`src/rtl/fpu_mul_result_stage.sv`:
```
// fpu_mul_result_stage
// Output stage behind the combinational double-precision multiplier. Products
// and their {exception, overflow, underflow} flags are held in a small
// first-word-fall-through FIFO with valid/ready on both sides. Sticky status
// bits and saturating overflow/underflow event counters are kept alongside.
module fpu_mul_result_stage #(
  parameter int DEPTH = 4,
  parameter int CNT_W = 16
) (
  input  logic                       clk,
  input  logic                       rst_n,
  input  logic                       in_valid,
  output logic                       in_ready,
  input  logic [63:0]                in_result,
  input  logic                       in_exception,
  input  logic                       in_overflow,
  input  logic                       in_underflow,
  output logic                       out_valid,
  input  logic                       out_ready,
  output logic [63:0]                out_result,
  output logic [2:0]                 out_flags,
  output logic [2:0]                 sticky_flags,
  input  logic                       flag_clr,
  output logic [CNT_W-1:0]           ovf_count,
  output logic [CNT_W-1:0]           unf_count,
  output logic [$clog2(DEPTH):0]     occupancy
);

  localparam int PTR_W = $clog2(DEPTH);
  localparam int OCC_W = PTR_W + 1;
  localparam int ENT_W = 67;

  // Saturating increment: holds at all-ones instead of wrapping.
  function automatic logic [CNT_W-1:0] sat_inc(input logic [CNT_W-1:0] base,
                                               input logic              inc);
    logic [CNT_W-1:0] res;
    if (inc && (base != {CNT_W{1'b1}})) begin
      res = base + {{(CNT_W-1){1'b0}}, 1'b1};
    end else begin
      res = base;
    end
    return res;
  endfunction

  logic [ENT_W-1:0] mem_q [DEPTH];
  logic [PTR_W-1:0] wr_ptr_q, wr_ptr_d;
  logic [PTR_W-1:0] rd_ptr_q, rd_ptr_d;
  logic [OCC_W-1:0] occ_q, occ_d;
  logic [2:0]       sticky_q, sticky_d;
  logic [CNT_W-1:0] ovf_q, ovf_d;
  logic [CNT_W-1:0] unf_q, unf_d;
  logic             push_s;
  logic             pop_s;
  logic [2:0]       in_flags_s;

  // Handshake qualification; ready is independent of out_ready so a full
  // FIFO never accepts even when it is being drained in the same cycle.
  always_comb begin
    in_flags_s = {in_exception, in_overflow, in_underflow};
    in_ready   = rst_n & (occ_q != OCC_W'(DEPTH));
    out_valid  = (occ_q != {OCC_W{1'b0}});
    push_s     = in_valid & in_ready;
    pop_s      = out_valid & out_ready;
  end

  // Next-state for pointers, occupancy, sticky bits and event counters.
  always_comb begin
    wr_ptr_d = wr_ptr_q;
    rd_ptr_d = rd_ptr_q;
    occ_d    = occ_q;
    if (push_s) begin
      wr_ptr_d = wr_ptr_q + PTR_W'(1);
    end else begin
      wr_ptr_d = wr_ptr_q;
    end
    if (pop_s) begin
      rd_ptr_d = rd_ptr_q + PTR_W'(1);
    end else begin
      rd_ptr_d = rd_ptr_q;
    end
    case ({push_s, pop_s})
      2'b10:   occ_d = occ_q + OCC_W'(1);
      2'b01:   occ_d = occ_q - OCC_W'(1);
      default: occ_d = occ_q;
    endcase
    // A new flag wins over a simultaneous clear.
    sticky_d = (flag_clr ? 3'b000 : sticky_q) | (push_s ? in_flags_s : 3'b000);
    ovf_d    = sat_inc(flag_clr ? {CNT_W{1'b0}} : ovf_q, push_s & in_overflow);
    unf_d    = sat_inc(flag_clr ? {CNT_W{1'b0}} : unf_q, push_s & in_underflow);
  end

  // State registers with synchronous active-low reset; reset also scrubs
  // the storage so the head reads as zero until the first push.
  always_ff @(posedge clk) begin
    if (!rst_n) begin
      wr_ptr_q <= {PTR_W{1'b0}};
      rd_ptr_q <= {PTR_W{1'b0}};
      occ_q    <= {OCC_W{1'b0}};
      sticky_q <= 3'b000;
      ovf_q    <= {CNT_W{1'b0}};
      unf_q    <= {CNT_W{1'b0}};
      for (int i = 0; i < DEPTH; i++) begin
        mem_q[i] <= {ENT_W{1'b0}};
      end
    end else begin
      wr_ptr_q <= wr_ptr_d;
      rd_ptr_q <= rd_ptr_d;
      occ_q    <= occ_d;
      sticky_q <= sticky_d;
      ovf_q    <= ovf_d;
      unf_q    <= unf_d;
      if (push_s) begin
        mem_q[wr_ptr_q] <= {in_flags_s, in_result};
      end
    end
  end

  // Head entry falls through straight from the storage registers.
  always_comb begin
    out_result   = mem_q[rd_ptr_q][63:0];
    out_flags    = mem_q[rd_ptr_q][66:64];
    sticky_flags = sticky_q;
    ovf_count    = ovf_q;
    unf_count    = unf_q;
    occupancy    = occ_q;
  end

endmodule

```
`config.mk`:
```
export PLATFORM = sky130hd
export DESIGN_NAME = fpu_mul_result_stage
export DESIGN_NICKNAME = d
export VERILOG_FILES = /design/src/rtl/fpu_mul_result_stage.sv
export SDC_FILE = /design/constraint.sdc
export NUM_CORES = 1
export LEC_CHECK = 0
export ABC_AREA = 0
export CAP_MARGIN = 20
export CORE_MARGIN = 2
export CORE_UTILIZATION = 32
export CTS_CLUSTER_DIAMETER = 30
export CTS_CLUSTER_SIZE = 40
export DETAILED_ROUTE_END_ITERATION = 6
export GPL_ROUTABILITY_DRIVEN = 0
export GPL_TIMING_DRIVEN = 0
export SLEW_MARGIN = 20
export SYNTH_ARGS = -nofsm -noshare
export SYNTH_HDL_FRONTEND = slang
export SYNTH_SLANG_ARGS = --single-unit
```
`constraint.sdc`:
```
create_clock -name clk -period 6.4 [get_ports clk]
set_input_delay 0.64 -clock clk [delete_from_list [all_inputs] [get_ports clk]]
set_output_delay 0.64 -clock clk [all_outputs]
set_load 0.02 [all_outputs]
```
==> results of run 1 <==
[worst max-delay path: stages (launching register included)]
cell	delay, ns
dfxtp_1	0.45
buf_1	0.60
clkbuf_1	0.59
mux4_2	0.43
clkdlybuf4s50_1	0.56
[Yosys cell counts, types with 2 or more instances]
cell type,count,area (um^2)
mux4_2,67,1510
nand2b_1,4,25.0
clkbuf_1,37,139
o211ai_1,3,22.5
nor2_1,32,120
nand3b_1,2,15.0
and3_1,69,432
o21ai_0,14,70.1
o21a_1,4,30.0
nor3_1,8,40.0
a21oi_1,13,65.1
and2_1,202,1260
buf_1,7,26.3
buf_4,2,15.0
inv_2,3,11.3
dfxtp_1,44,881
nand4b_1,2,17.5
nand2_1,24,90.1
and4b_1,4,40.0
nand4_1,5,31.3
nand2_2,2,12.5
and4_1,3,26.3
xor2_1,8,70.1
or3_1,11,68.8
clkbuf_2,2,10.0
xnor2_1,11,96.3
nor4_1,6,37.5
ha_1,3,37.5
o31ai_1,3,22.5
nand3_1,18,90.1
inv_1,10,37.5
buf_2,12,60.1
nor2b_1,9,56.3
mux2i_1,2,20.0
edfxtp_1,268,8050
o2111ai_1,2,17.5
nor3_2,3,30.0
[metrics by stage]
stage | TNS [ns] | setup WS [ns] | std cells | instance area (um^2)
6_report | 0 | 2.56 | 1798 | 18800
5_1_grt | 0 | 2.41 | 1798 | 18800
4_1_cts | 0 | 2.46 | 1798 | 18800
3_5_place_dp | 0 | 2.44 | 1658 | 16400
3_3_place_gp | -391.20 | -5.84 | 1651 | 16200
2_1_floorplan | 0 | 0.0847 | 934 | 13700
[cell usage in the layout, fill, tap and decap left out, types with 8 or more instances in the layout]
cell type        netlist  final
clkinv_1               1     16
nand2_1               24     24
and2_1               202    202
clkbuf_1              37     57
clkdlybuf4s50_1        0    178
clkbuf_16              0     79
inv_1                 10     10
nand3_1               18     18
dfxtp_1               44     44
nor2_1                32     32
edfxtp_1             268    268
nor2b_1                9      9
xnor2_1               11     11
o21ai_0               14     13
mux4_2                67     67
xor2_1                 8      8
nor3_1                 8      8
or3_1                 11     11
buf_2                 12     12
clkinv_2               0      9
a21oi_1               13     13
and3_1                69     69
[per-layer routing]
| layer | global-route usage, % | wire length, um | vias to the layer above | part of all wire (%) |
|---|---|---|---|---|
| li1 | - | - | 4057 | - |
| met1 | 20.3 | 15000 | 4328 | 42 |
| met2 | 27.2 | 17300 | 258 | 49 |
| met3 | 4.65 | 2310 | 55 | 6.5 |
| met4 | 5.56 | 625 | 8 | 1.8 |
| met5 | 0 | 52 | - | 0.15 |
[cells by family after synthesis]
logic type	after synthesis
compound gates	44
fa+ha+maj	4
flops	312
simple gates	412
buf+inv	74
mux	69
xor+xnor	19
[worst max path at each step]
stage / start / to / slack [ns]
2_1_floorplan: in_valid / mem_q[3][0] / 0.08
3_3_place_gp: in_valid / mem_q[3][49] / -5.84
3_5_place_dp: rst_n / mem_q[2][35] / 2.44
4_1_cts: register / out_result[53] / 2.46
5_1_grt: register / out_result[53] / 2.41
6_report: register / out_result[52] / 2.56
[where the power goes]
part	leakage (uW)	total [uW]	internal [uW]	switching [uW]
sequential	0.00314	2470	2410	56.9
combinational	0.00258	1500	733	772
clock	0.00116	3520	2370	1150
[state kept, by name, indices dropped and copies added (netlist names), named ones only]
name          flops
sticky_flags      3
ovf_count        16
wr_ptr_q          2
occupancy         3
mem_q           268
unf_count        16
rd_ptr_q          2
[final cells by class]
cell class | count | area, um^2
Tap cell | 539 | 674
Multi-Input combinational cell | 548 | 4530
Clock inverter | 37 | 289
Buffer | 60 | 250
Timing Repair Buffer | 185 | 1970
Fill cell | 3758 | 23300
Sequential cell | 312 | 8930
Clock buffer | 103 | 2110
Inverter | 14 | 52.6
==> impl_metrics.yaml, run 1 <==
outcome:
  status: "complete, no violations"
setup_path:
  reg2reg_from: "occupancy[0]"
  end_kind: "primary output"
  regToRegSetupSlack_ns: 3.26
  rr_worst_depth: 8
  cp.required_ns: 5.76
  crit_type: "register to primary output"
  cp_max_fo: 10
  worstReg2RegEnd: "mem_q[2][34]"
  arrival_ns: 3.20
  start_kind: "register"
route:
  drcViolationCount: 0
  postRouteAntennaNets: 0
  vias_per_cell: 4.84
  first_pass_iters: 5
  drt-total-wl_mm: 35.3
  vias: 8706
  routedWlPerCell_um: 19.6
  drt_iter0_markers: 433
worst_hold_path:
  whs_path_depth: 2
  min_to: "sticky_flags[0]"
  hold_path.class: "register to register"
  hold_start: "sticky_flags[0]"
synthesis:
  synth_compound_area_share_pct: 1.95
  syn-mean-instance-area_um2: 14.7
  synth_cells: 934
  synth_fa_ha_area_share_pct: 0.419
  ys_seq_area_share_pct: 65.1
  synth_area_um2: 13700
  ys_ff_latch: 312
  yosys.area_share.xor_xnor_pct: 1.21
  synth_cell_type_count: 52
  muxShareOfSynthArea_pct: 11.1
  syn_nets: 1010
  synth_edf_count: 268
  ys_async_sr_fraction_pct: 0
  synth_warnings: 0
  synth_top_family_by_area: "simple AND/OR/NAND/NOR gates"
  synthSimpleGateAreaFrac_pct: 18.0
  ys.flop_type: "edfxtp_1"
grt:
  grt_pass1_vias: 9523
  antenna_found_initial: 4
  grt_pass1_wl_mm: 54.8
  overflow: 0
  grt_max_degree: 45
  grtUsageTotal_pct: 16.3
timing:
  min_period_over_period_pct: 60.0
  slew_viol_final: 0
  finalCriticalPeriod_ns: 3.84
  worst_hold_slack_ns: 0.482
  grt_setup_unrepaired: "false"
  worst_slew_pin_slew_ns: 0.790
  max-slew-margin-rel_pct: 47.4
  finalClockSkew_ns: 0.0207
  hold_viol_final: 0
  timing.fmax_ghz: 0.260
  setup_viol: 0
cts:
  cts_setup_buffers: 0
  cts_tree: "yes"
  cts_buffer_depth: 3
  cts_resized: 0
  cts_buffers: 78
  hold_buffers: 0
  clkTransAtPathRegs_ns: 0.04
  clk_latency_ns: 0.58
  root_buffer: "clkbuf_16"
  cts.sinks: 312
  h-tree-depth: 3
power:
  cellLeakagePower_uw: 0.00688
  ir_drop_mv: 0.203
  finalPower_uw: 7490
  power_density_nw_per_um2: 398
placement:
  hpwlAfterDp_mm: 22.4
  numPortBuffers: 178
final_layout:
  fin_util_pct: 44.6
  nNetsFinal: 1275
  areaGrowthSynthToFinish_pct: 37.0
  antennaDiodeCount: 0
  drive_above_1_share_pct: 17.0
floorplanning:
  die_height_um: 211
  die_x_um: 211
  die-area_um2: 44600
  start_util_pct: 32.6
  num_rows: 75
  ios: 179
  coreArea_um2: 42100
run:
  maxCapViolations: 0
Note: power is estimated with default switching activity, not from simulation.
==> inputs of run 2 (changes only) <==
clock period = 3.5 ns   (was 6.4 ns; I/O delays follow)
==> run 2 against run 1 <==
  * Sequential share of layout area decreased by 0.79 points
  * Highest routed layer unchanged
  * Non-clock buffer count did not move
  * Sequential power increased by 83%
  * Critical path depth up 1
==> impl_metrics.yaml, run 2 (synthesized netlist as in run 1, its figures left out) <==
outcome:
  status: "complete, no violations"
cts:
  clk_latency_ns: 0.58
  cts_setup_buffers: 0
  cts.sinks: 312
  cts_buffers: 77
  hold_buffers: 0
  cts_tree: "yes"
  clkTransAtPathRegs_ns: 0.04
  root_buffer: "clkbuf_16"
  h-tree-depth: 3
  cts_buffer_depth: 3
  cts_resized: 4
final_layout:
  final_cells: 1799
  drive_above_1_share_pct: 19.1
  layout_common_cells: "edfxtp_1 (268), and2_1 (202), clkdlybuf4s50_1 (178), clkbuf_16 (81), and3_1 (69)"
  areaGrowthSynthToFinish_pct: 39.3
  top_register: "mem_q"
  mostFrequentLayoutCell: "edfxtp_1"
  antennaDiodeCount: 0
  fin_util_pct: 45.4
  nNetsFinal: 1274
  largest_reg_flops: 268
placement:
  hpwlAfterDp_mm: 22.3
  numPortBuffers: 178
  dp.cells: 1658
  dp_slack_ns: -0.236
route:
  routedWlPerCell_um: 19.8
  vias: 8733
  postRouteAntennaNets: 0
  first_pass_iters: 4
  drcViolationCount: 0
  drt-total-wl_mm: 35.6
  vias_per_cell: 4.85
  drt_iter0_markers: 453
timing:
  finalClockSkew_ns: 0.0161
  worst_slack_ns: 0.211
  min_period_over_period_pct: 94.0
  finalCriticalPeriod_ns: 3.29
  worst_hold_slack_ns: 0.469
  grt_setup_unrepaired: "false"
  hold_viol_final: 0
  worst_slew_pin_slew_ns: 0.796
  setup_viol: 0
  max-slew-margin-rel_pct: 46.9
  setup_tns_ns: 0
  timing.fmax_ghz: 0.304
  slew_viol_final: 0
floorplanning:
  coreArea_um2: 42100
  start_util_pct: 32.6
  die_height_um: 211
  die-area_um2: 44600
  ios: 179
  num_rows: 75
  die_x_um: 211
setup_path:
  end_kind: "primary output"
  crit_type: "register to primary output"
  critical_path_buf_inv_count: 4
  max_stage_delay_ns: 0.57
  critical-path-top-delay-family: "buffers and inverters"
  crit_slowest_cell: "mux4_2"
  cp.required_ns: 3.15
  cp_max_fo: 10
  path_cells: "clkbuf_1 -> buf_4 -> buf_2 -> mux4_2 -> clkdlybuf4s50_1"
  arrival_ns: 2.94
  start_kind: "register"
run:
  maxCapViolations: 0
grt:
  grtUsageTotal_pct: 16.2
  overflow: 0
  grt_pass1_wl_mm: 54.0
  antenna_found_initial: 2
  grt_pass1_vias: 9315
  grt_max_degree: 41
worst_hold_path:
  hold_path.class: "register to register"
power:
  cellLeakagePower_uw: 0.00703
  ir_drop_mv: 0.318
  power_density_nw_per_um2: 764
[run 2: changes by cell type in the layout (fill, tap and decap cells not counted), moves of 3 or more]
cell,delta
clkbuf_8,+3
clkinvlp_4,+4
bufinv_16,+9
clkinv_1,-11
clkbuf_1,-14
inv_6,+4
buf_4,+3
clkinv_4,+6
[run 2: power by group]
part           total, uW  internal [uW]  switching [uW]
combinational       2760           1350            1410
clock               7340           5150            2190
sequential          4510           4410             104
total              14600          10900            3710
[run 2: path summary, 6_finish.rpt]
check / from / end / slack (ns) / cells past startpoint
worst max-delay path: register / out_flags[0] / 0.21 / 5
worst min-delay path: sticky_flags[1] / sticky_flags[1] / 0.47 / 2
worst max register to register: occupancy[0] / mem_q[2][23] / 0.38 / 8
worst min register to register: sticky_flags[1] / sticky_flags[1] / 0.47 / 2
[run 2: final cells by class]
class / instances / area (um^2)
repair buffers: 185 / 1960
fillers: 3729 / 23000
clock inverters: 47 / 573
well taps: 539 / 674
inverters: 14 / 52.6
multi-input cells: 548 / 4530
clock buffers: 94 / 2150
plain buffers: 60 / 259
flip-flops and latches: 312 / 8930
[run 2: per-layer routing]
layer  vias up  global-route usage, %  routed length (um)
li1       4046                      -                   -
met1      4377                   19.6               14800
met2       252                   27.6               17700
met3        54                   4.89                2420
met4         4                   5.29                 575
met5         -                      0                  28
[run 2: tightest hold or removal path, cell delays in order (launching register included)]
cell	delay (ns)
dfxtp_1	0.30
nand2_1	0.06
a21oi_1	0.06
[run 2: stage by stage]
stage | cell area (um^2) | power [uW]
2_1_floorplan | 13700 | 6170
3_3_place_gp | 16200 | 7350
3_5_place_dp | 16400 | 7400
4_1_cts | 19100 | 14800
5_1_grt | 19100 | 15200
6_report | 19100 | 14600
